--- src/rtl/uart_rx.sv ---
// uart_rx: 8N1 UART receiver (8E1/8O1 when UART_RX_PARITY_EN is defined).
// RXD is passed through a two-flop synchroniser. The start bit is confirmed at
// mid-bit. Eight data bits are sampled LSB-first at bit centres, then the stop
// bit is checked. Every good byte is marked by a one-cycle valid strobe.
//
// Optional feature macro: UART_RX_PARITY_EN (adds a PARITY state; see PARITY_ODD).
//
// Ports
//   clk                 system clock
//   rst_n               asynchronous active-low reset
//   uart_rxd            asynchronous serial input, idles high
//   uart_rx_data        last received byte, updated at every stop-bit sample
//   uart_rx_valid       1-cycle pulse: uart_rx_data holds a good byte
//   uart_rx_busy        high whenever the FSM is not idle
//   uart_rx_frame_err   1-cycle pulse: stop bit sampled low
//   uart_rx_parity_err  1-cycle pulse: parity mismatch (constant 0 without macro)
module uart_rx #(
   parameter int unsigned CLKS_PER_BIT = 87,
   parameter int unsigned PARITY_ODD   = 0
) (
   input  logic       clk,
   input  logic       rst_n,
   input  logic       uart_rxd,
   output logic [7:0] uart_rx_data,
   output logic       uart_rx_valid,
   output logic       uart_rx_busy,
   output logic       uart_rx_frame_err,
   output logic       uart_rx_parity_err
);

   localparam int unsigned CntW = $clog2(CLKS_PER_BIT);
   localparam logic [CntW-1:0] CntHalf = CntW'(CLKS_PER_BIT / 2 - 1);
   localparam logic [CntW-1:0] CntFull = CntW'(CLKS_PER_BIT - 1);

   if (CLKS_PER_BIT < 4 || PARITY_ODD > 1) begin : g_param_check
      $error("uart_rx: CLKS_PER_BIT must be >= 4 and PARITY_ODD 0 or 1");
   end

   typedef enum logic [2:0] {
      StIdle     = 3'd0,
      StStart    = 3'd1,
      StData     = 3'd2,
      StStop     = 3'd3,
`ifdef UART_RX_PARITY_EN
      StParity   = 3'd5,
`endif
      StWaitHigh = 3'd4
   } state_e;

   state_e          state_q, state_d;
   logic            rx_meta_q, rx_s_q, rx_prev_q;
   logic [CntW-1:0] cnt_q, cnt_d;
   logic [2:0]      idx_q, idx_d;
   logic [7:0]      shift_q, shift_d;
   logic [7:0]      data_q, data_d;
   logic            valid_q, valid_d;
   logic            frame_err_q, frame_err_d;
   logic            par_mismatch;
`ifdef UART_RX_PARITY_EN
   logic            par_bit_q, par_bit_d;
   logic            parity_err_q, parity_err_d;

   // Even parity: the parity bit equals the XOR of the data bits; odd inverts it.
   assign par_mismatch = par_bit_q != ((^shift_q) ^ (PARITY_ODD != 0));
`else
   assign par_mismatch = 1'b0;
`endif

   always_comb begin
      state_d     = state_q;
      cnt_d       = cnt_q + CntW'(1);
      idx_d       = idx_q;
      shift_d     = shift_q;
      data_d      = data_q;
      valid_d     = 1'b0;
      frame_err_d = 1'b0;
`ifdef UART_RX_PARITY_EN
      par_bit_d    = par_bit_q;
      parity_err_d = 1'b0;
`endif
      case (state_q)
         StIdle: begin
            if (rx_prev_q && !rx_s_q) state_d = StStart;
         end
         StStart: begin
            if (cnt_q == CntHalf) begin
               idx_d   = 3'd0;
               state_d = rx_s_q ? StIdle : StData;
            end
         end
         StData: begin
            if (cnt_q == CntFull) begin
               shift_d = {rx_s_q, shift_q[7:1]};
               idx_d   = idx_q + 3'd1;
               // Same-state bit boundary: restart the bit timer explicitly.
               cnt_d   = '0;
`ifdef UART_RX_PARITY_EN
               if (idx_q == 3'd7) state_d = StParity;
`else
               if (idx_q == 3'd7) state_d = StStop;
`endif
            end
         end
`ifdef UART_RX_PARITY_EN
         StParity: begin
            if (cnt_q == CntFull) begin
               par_bit_d = rx_s_q;
               state_d   = StStop;
            end
         end
`endif
         StStop: begin
            if (cnt_q == CntFull) begin
               // Byte is published even on error so the host can inspect it.
               data_d = shift_q;
`ifdef UART_RX_PARITY_EN
               parity_err_d = par_mismatch;
`endif
               if (rx_s_q) begin
                  valid_d = !par_mismatch;
                  state_d = StIdle;
               end else begin
                  frame_err_d = 1'b1;
                  state_d     = StWaitHigh;
               end
            end
         end
         StWaitHigh: begin
            if (rx_s_q) state_d = StIdle;
         end
         default: state_d = StIdle;
      endcase
      if (state_d != state_q) cnt_d = '0;
   end

   always_ff @(posedge clk or negedge rst_n) begin
      if (!rst_n) begin
         rx_meta_q   <= 1'b1;
         rx_s_q      <= 1'b1;
         rx_prev_q   <= 1'b1;
         state_q     <= StIdle;
         cnt_q       <= '0;
         idx_q       <= 3'd0;
         shift_q     <= 8'h00;
         data_q      <= 8'h00;
         valid_q     <= 1'b0;
         frame_err_q <= 1'b0;
      end else begin
         rx_meta_q   <= uart_rxd;
         rx_s_q      <= rx_meta_q;
         rx_prev_q   <= rx_s_q;
         state_q     <= state_d;
         cnt_q       <= cnt_d;
         idx_q       <= idx_d;
         shift_q     <= shift_d;
         data_q      <= data_d;
         valid_q     <= valid_d;
         frame_err_q <= frame_err_d;
      end
   end

`ifdef UART_RX_PARITY_EN
   always_ff @(posedge clk or negedge rst_n) begin
      if (!rst_n) begin
         par_bit_q    <= 1'b0;
         parity_err_q <= 1'b0;
      end else begin
         par_bit_q    <= par_bit_d;
         parity_err_q <= parity_err_d;
      end
   end

   assign uart_rx_parity_err = parity_err_q;
`else
   assign uart_rx_parity_err = par_mismatch;
`endif

   assign uart_rx_data      = data_q;
   assign uart_rx_valid     = valid_q;
   assign uart_rx_frame_err = frame_err_q;
   assign uart_rx_busy      = state_q != StIdle;

endmodule
--- config.mk ---
export PLATFORM = sky130hd
export DESIGN_NAME = uart_rx
export DESIGN_NICKNAME = d
export VERILOG_FILES = /design/src/rtl/uart_rx.sv
export SDC_FILE = /design/constraint.sdc
export NUM_CORES = 1
export LEC_CHECK = 0
export CORE_UTILIZATION = 53
export CTS_CLUSTER_DIAMETER = 80
export CTS_CLUSTER_SIZE = 8
export DETAILED_ROUTE_END_ITERATION = 8
export PLACE_DENSITY = 0.83
export SYNTH_ARGS = -nofsm -noshare
export SYNTH_HDL_FRONTEND = slang
export SYNTH_SLANG_ARGS = --single-unit
--- constraint.sdc ---
create_clock -name clk -period 1.79 [get_ports clk]
set_input_delay 0.358 -clock clk [delete_from_list [all_inputs] [get_ports clk]]
set_output_delay 0.358 -clock clk [all_outputs]
set_load 0.1 [all_outputs]
Word-level counts from Yosys, hierarchy flattened
Cells that the tools add are included.
{"block": "classes", "add_sub_neg": 2, "n_eq_ne": 10, "muxes": 21, "n_reduce_logical": 8}
{"operator": "two-way mux 3 bit", "n": 9}
{"operator": "two-way mux 7 bit", "n": 3}
{"operator": "one-hot mux 3 bit (5 select lines)", "n": 1}
{"operator": "adder 7 x 1 -> 7 bit, second input constant", "n": 1}
{"operator": "equality test 7 x 6 -> 1 bit, second input constant", "n": 1}
{"operator": "equality test 7 bit, second input constant", "n": 1}
{"operator": "equality test 3 x 2 -> 1 bit, second input constant", "n": 2}
{"operator": "equality test 3 bit, second input constant", "n": 2}
{"operator": "two-way mux 1 bit", "n": 6}
{"operator": "one-hot mux 3 bit (2 select lines)", "n": 1}
{"operator": "!= test 2 bit, second input constant", "n": 2}
{"operator": "AND reduction 2 bit", "n": 2}
{"operator": "adder 3 x 1 -> 3 bit, second input constant", "n": 1}
{"operator": "equality test 3 x 1 -> 1 bit, second input constant", "n": 1}
{"operator": "zero test 3 bit", "n": 1}
{"operator": "!= test 3 bit", "n": 1}
{"operator": "AND reduction 3 bit", "n": 1}
{"operator": "nonzero test 3 bit", "n": 1}
{"operator": "two-way mux 2 bit", "n": 1}
{"operator": "nonzero test 2 bit", "n": 1}
{"operator": "logical AND 1 bit", "n": 1}
{"operator": "zero test 1 bit", "n": 1}
{"block": "totals", "ff_bits": 34, "out_inout_bits": 12, "elab_cells": 51}

Depth between registers and ports, before layout
Gate-level depths: netlist (run 1).
{"block": "depth", "depth_word": 6, "mapped_depth": 8, "depth_no_buf": 6}

Least setup slack after synthesis (run 1)
OpenSTA, ideal clock, no wires.
{"block": "synth_path", "path_type": "register to register", "start": "reg cnt_q[0]", "end": "reg data_q[2] (netlist: uart_rx_data[2])", "setup_ns": 0.125, "arrival_ns": 1.523, "required_ns": 1.665, "slack_ns": 0.141, "stages_incl_launch_ff": 8, "n_path_buf": 2, "synth_period_minus_slack_ns": 1.649, "cell_sequence": "dfrtp_1 inv_1 ha_1 and4b_1 buf_6 and3_4 buf_6 mux2_2"}
{"block": "synth_via", "elab_chain_cells": 2}
{"item": "from (decl)", "line": "52", "source": "logic [CntW-1:0] cnt_q, cnt_d;"}
{"item": "from (signal assigned)", "line": "153", "source": "cnt_q <= cnt_d;"}
{"item": "equality test 7 bit", "line": "113", "source": "if (cnt_q == CntFull) begin"}
{"item": "AND reduction 2 bit (no source line)"}
{"item": "to (signal assigned)", "line": "156", "source": "data_q <= data_d;"}
{"item": "to (decl)", "line": "55", "source": "logic [7:0] data_q, data_d;"}
No other way between the ends.
A chain may end at the register's enable or synchronous reset.

Final worst setup path (run 1)
Ends and elaborated chain as after synthesis.

==> run metrics, run 1 <==
Max Clock Skew=0.00965 ns; Gate Count Post-Synth=119; CP Max Fanout=11; via-per-instance ratio=5.80; DRC Markers=0; Post-synth ARST share=1.00; Max Freq=583 MHz; crit end category=flip-flop; hold crit path type=flip-flop to flip-flop; number of nets with antenna violations after routing=0; Final Hold Viols=0; port buffer count=13; CTS max path bufs=2; share of layout cells above drive strength 1=0.401; Min-Delay Endpoint=rx_s_q; hold depth=0; Vias=974; Yosys top cell by area=dfrtp_1; max cap viols=0; initial antenna violation count=0; WHS=0.365 ns; Leak=0.886 nW; YS warnings=0; Root Driver=clkbuf_4; DRT iter0 DRCs=17; Final Max Slew Viols=0; IO Pins=15; WL per Instance=15.9 um; Post-synth EDFFs=0; Net Count, Synth=126; area grow syn2layout=22.5%; synth top area cells=dfrtp_1 (50%), mux2_2 (11%), dfstp_2 (5.1%); CTS buffer count=5; clk slew on worst S/H paths=0.11 ns; largest net degree at the start of global routing=35; clk_lat worst skew=0.34 ns; Avg Inst Size Synth=13.0 um2; critical path startpoint category=flip-flop; post-synthesis cell area=1540 um2; Critical Path AT=1.94 ns; nets@finish=143; CTS tree=done; setup TNS=0 ns; Worst VDD drop=0.000806 V; Unique masters post-synth=35; H-tree levels=2; GPL Wtd Cong=0.827; site row count=19; post-detail-place hpwl=1890 um; Final Cycle Share=0.959; DIE AREA=3130 um2; total wire length=2670 um; post-synthesis sequential area ratio=0.554; Req. time, crit path=2.01 ns; Yosys top cell area share=0.503; post-synthesis register bit count=34; worst r2r src=cnt_q[0]; kind of critical path=flip-flop to flip-flop; clk sinks=34; Worst R2R Setup Slack=0.07 ns; Top FF cell, synth=dfrtp_1; hold buffers post-CTS=0; GRT Residual Overflow=0; Die X=56.0 um; first-pass GRT wire length=4870 um; RSZ-0062 raised after global routing=no; fillers=204; Die H=56.0 um; minimum clock period=1.72 ns; setup violators final=0; status=finished clean; Worst Reg-to-Reg Cells=5; antenna cells=0; vias in the first global route=1042; drt pass-1 iters=4; Critical R2R Capture=uart_rx_data[2]; GRT Util Overall=0.208; Initial Utilization=0.559; Hold Crit Start=rx_meta_q; Pwr per Cell Area=875 nW/um2; Core Area=2760 um2
## final cells by class
type / instances / area [um2] / area share
repair buffers: 15 / 255 / 0.135
flip-flops and latches: 34 / 857 / 0.454
well taps: 31 / 38.8 / 0.0205
multi-input cells: 77 / 663 / 0.351
inverters: 3 / 11.3 / 0.00596
clock inverters: 2 / 12.5 / 0.00662
clock buffers: 6 / 51.3 / 0.0272
## kinds of logic after synthesis
group | share of synthesized area
XOR/XNOR | 0.0284
flip-flops | 0.554
other | 0.00243
AND/OR/NAND/NOR | 0.150
buffers and inverters | 0.0365
AO/OA/AOI/OAI | 0.0673
multiplexers | 0.129
adder cells (fa/ha/maj) | 0.0324
## power breakdown
part / switching (W) / total, W / internal [W]
combinational: 0.000161 / 0.000294 / 0.000133
clock: 0.000263 / 0.000452 / 0.000189
sequential: 0.0000771 / 0.000907 / 0.000830
total: 0.000502 / 0.00165 / 0.00115
## cell usage after synthesis (all sizes together) (2+ instances only)
cell,n
inv,3
a21oi,2
a32oi,4
and3,3
nand3,6
ha,4
and2,4
a31oi,2
dfstp,3
nand2,4
mux2,17
a22o,2
xor2,3
dfrtp,31
nor3,8
xnor2,2
buf,4
nor2,6
## state kept, by name, summed over array words and instances, names as in the netlist
| signal | flops |
|---|---|
| idx_q | 3 |
| cnt_q | 7 |
| shift_q | 8 |
| rx_meta_q | 1 |
| rx_s_q | 1 |
| rx_prev_q | 1 |
| uart_rx_valid | 1 |
| state_q | 3 |
| uart_rx_frame_err | 1 |
| uart_rx_data | 8 |
## cell usage in the layout, fill, tap and decap left out, drive strengths merged, types with 4 or more instances in the layout
cell type | netlist | layout
and2 | 4 | 4
nand3 | 6 | 6
nor2 | 6 | 6
nor3 | 8 | 8
mux2 | 17 | 17
clkbuf | 1 | 6
nand2 | 4 | 4
buf | 4 | 13
dfrtp | 31 | 31
ha | 4 | 4
a32oi | 4 | 4
## through the flow
| stage | cells | setup WS, ns | power [W] | util | area [um2] |
|---|---|---|---|---|---|
| 3_5_place_dp | 160 | 0.0470 | 0.00120 | 0.650 | 1790 |
| 2_1_floorplan | 119 | 0.141 | 0.00110 | - | 1540 |
| 4_1_cts | 168 | 0.0213 | 0.00166 | 0.675 | 1860 |
| 3_3_place_gp | 160 | 0.128 | 0.00118 | 0.650 | 1790 |
| 5_1_grt | 168 | 0.00308 | 0.00176 | 0.685 | 1890 |
| 6_report | 168 | 0.0735 | 0.00165 | 0.685 | 1890 |
## timing repair
| action | in CTS | in global routing |
|---|---|---|
| setup endpoints to repair | 1 | 16 |
| pin swaps | 0 | 0 |
| resized for setup | 1 | 6 |
| setup buffers | 0 | 0 |
## metal layers
layer / GRT usage / share of wire / wire, um / up-vias
met5: 0 / 0 / 0 / -
met4: 0.0732 / 0.010 / 27 / 0
met3: 0.0674 / 0.047 / 126 / 4
met2: 0.332 / 0.52 / 1390 / 24
met1: 0.267 / 0.42 / 1130 / 487
li1: - / - / - / 459
## how the worst max path moves through the flow
stage | cells after the start | slack, ns | start | to
after global placement | 5 | 0.13 | cnt_q[0] | uart_rx_data[5]
final | 5 | 0.07 | cnt_q[0] | uart_rx_data[2]
after global routing | 5 | 0.003 | cnt_q[1] | cnt_q[2]
after floorplan | 7 | 0.14 | cnt_q[0] | uart_rx_data[2]
after detailed placement | 5 | 0.05 | cnt_q[0] | uart_rx_data[2]
after CTS | 3 | 0.02 | state_q[0] | uart_rx_busy
## critical path, cell delays in order, from the launching register on
cell     delay [ns]
dfrtp_1        0.39
inv_1          0.06
ha_1           0.15
and4b_2        0.33
and3_4         0.31
mux2_2         0.36
No activity file was read; power rests on OpenSTA's default activity.
==> inputs of run 2 (changes only) <==
- CORE_UTILIZATION: 53 -> 55
- PLACE_DENSITY: 0.83 -> 0.85
- REMOVE_ABC_BUFFERS: unset -> 1
==> run metrics, run 2 (synthesis results as in run 1) <==
Worst VDD drop=0.000763 V (was 0.000806 V); first-pass GRT wire length=4260 um (was 4870 um); commonest non-fill, non-tap cells in the layout=dfrtp_1 (29), mux2_2 (15), buf_12 (11), nor3_1 (7), nor2_1 (6) (unchanged); clk slew on worst S/H paths=0.09 ns (was 0.11 ns); initial antenna violation count=0 (unchanged); area grow syn2layout=23.1% (was 22.5%); WL per Instance=16.4 um (was 15.9 um); port buffer count=13 (unchanged); share of layout cells above drive strength 1=0.387 (was 0.401); max cap viols=0 (unchanged); crit end category=flip-flop (unchanged); Core Area=2570 um2 (was 2760 um2); Worst path max stage delay=0.39 ns (about the same); commonest non-fill, non-tap cell in the layout=dfrtp_1 (unchanged); antenna cells=0 (unchanged); nets@finish=143 (unchanged); site row count=18 (was 19); DRC Markers=0 (unchanged); GPL Wtd Cong=0.852 (was 0.827); Final Core Density=0.740 (was 0.685); Root Driver=clkbuf_4 (unchanged); Leak=0.891 nW (was 0.886 nW); via-per-instance ratio=5.80 (about the same); vias in the first global route=982 (was 1042); Vias=969 (was 974); CTS buffer count=5 (unchanged); DIE AREA=3020 um2 (was 3130 um2); GRT Residual Overflow=0 (unchanged); hold buffers post-CTS=0 (unchanged); status=finished clean (unchanged); hold crit path type=flip-flop to flip-flop (unchanged); critical path cell sequence=inv_1, ha_1, and4b_2, and3_4, mux2_2 (unchanged); RSZ-0062 raised after global routing=no (unchanged); Req. time, crit path=2.01 ns (about the same); CP max stage cell=dfrtp_1 (unchanged); setup violators final=0 (unchanged); CP Max Fanout=11 (unchanged); CTS tree=done (unchanged); DRT iter0 DRCs=13 (was 17); critical path startpoint category=flip-flop (unchanged); setup TNS=0 ns (unchanged); post-detail-place hpwl=1890 um (about the same); clk_lat worst skew=0.34 ns (about the same); Pwr per Cell Area=917 nW/um2 (was 875 nW/um2); Final Max Slew Viols=0 (unchanged); GRT Util Overall=0.208 (about the same); Max Freq=577 MHz (was 583 MHz); Max Clock Skew=0.0118 ns (was 0.00965 ns); kind of critical path=flip-flop to flip-flop (unchanged); Final Cycle Share=0.968 (was 0.959); number of nets with antenna violations after routing=0 (unchanged); largest net degree at the start of global routing=35 (unchanged); total wire length=2740 um (was 2670 um); minimum clock period=1.73 ns (was 1.72 ns); clk sinks=34 (unchanged); Final Hold Viols=0 (unchanged); drt pass-1 iters=4 (unchanged); Critical Path AT=1.96 ns (was 1.94 ns); Die X=55.0 um (was 56.0 um); CTS max path bufs=2 (unchanged); IO Pins=15 (unchanged); H-tree levels=2 (unchanged); Initial Utilization=0.601 (was 0.559); Die H=55.0 um (was 56.0 um); fillers=171 (was 204)
[run 2: changes by cell type in the layout (fill, tap and decap cells not counted)]
cell	delta
clkbuf_1	+2
bufinv_16	+1
clkbuf_8	-1
clkinv_2	-1
clkinvlp_4	-1
[run 2: per-layer routing]
metal,global-route usage,part of all wire
met2,0.319,0.47
met4,0.117,0.022
met3,0.0738,0.049
met5,0,0
met1,0.254,0.46
[run 2: cell type report]
cell class                      count  area, um2  share of cell area
Tap cell                           30       37.5              0.0198
Clock buffer                        7       45.0              0.0237
Clock inverter                      1       30.0              0.0158
Timing Repair Buffer               15        255               0.134
Sequential cell                    34        857               0.451
Multi-Input combinational cell     77        663               0.349
Inverter                            3       11.3             0.00593
[run 2: critical path, delay by kind of cell, from the launching register on]
| kind | cells | cell delay (ns) |
|---|---|---|
| mux | 1 | 0.36 |
| buf+inv | 1 | 0.06 |
| flops | 1 | 0.39 |
| simple gates | 2 | 0.65 |
| fa+ha+maj | 1 | 0.17 |
[run 2: power breakdown]
| group | internal, W | leakage, nW | switching, W | total, W |
|---|---|---|---|---|
| clock network | 0.000296 | 0.0395 | 0.000247 | 0.000543 |
| registers | 0.000830 | 0.451 | 0.0000738 | 0.000904 |
| logic | 0.000134 | 0.400 | 0.000159 | 0.000294 |
[run 2: path summary, 6_finish.rpt]
kind,startpoint,end,slack [ns],cells past startpoint
worst max-delay path,cnt_q[0],uart_rx_data[6],0.06,5
worst min-delay path,rx_meta_q,rx_s_q,0.36,0
worst max register to register,cnt_q[0],uart_rx_data[6],0.06,5
worst min register to register,rx_meta_q,rx_s_q,0.36,0
max in group asynchronous,rst_n,rx_s_q,1.04,2
min in group asynchronous,rst_n,shift_q[2],0.41,2
[run 2: what timing repair did]
item / in CTS / in global routing
pin swaps: 0 / 0
hold endpoints to repair: 0 / 0
gates resized for setup: 1 / 6
buffers inserted: 0 / 0
setup endpoints to repair: 1 / 16
[run 2: stage by stage]
stage          area [um2]  hold WS [ns]  instances  power [W]  setup WS [ns]
4_1_cts              1870         0.366        167    0.00174         0.0157
6_report             1900         0.364        167    0.00174         0.0571
2_1_floorplan        1500        0.0624        114    0.00109          0.148
5_1_grt              1900         0.371        167    0.00182       0.000104
3_5_place_dp         1790         0.352        159    0.00120         0.0309
3_3_place_gp         1790         0.347        159    0.00118          0.119
==> inputs of run 3 (changes only) <==
- CTS_CLUSTER_DIAMETER: 80 -> 100
- SLEW_MARGIN: unset -> 20
==> results of run 3 <==
The final DEF is identical to that of run 2; final timing and power are the same.
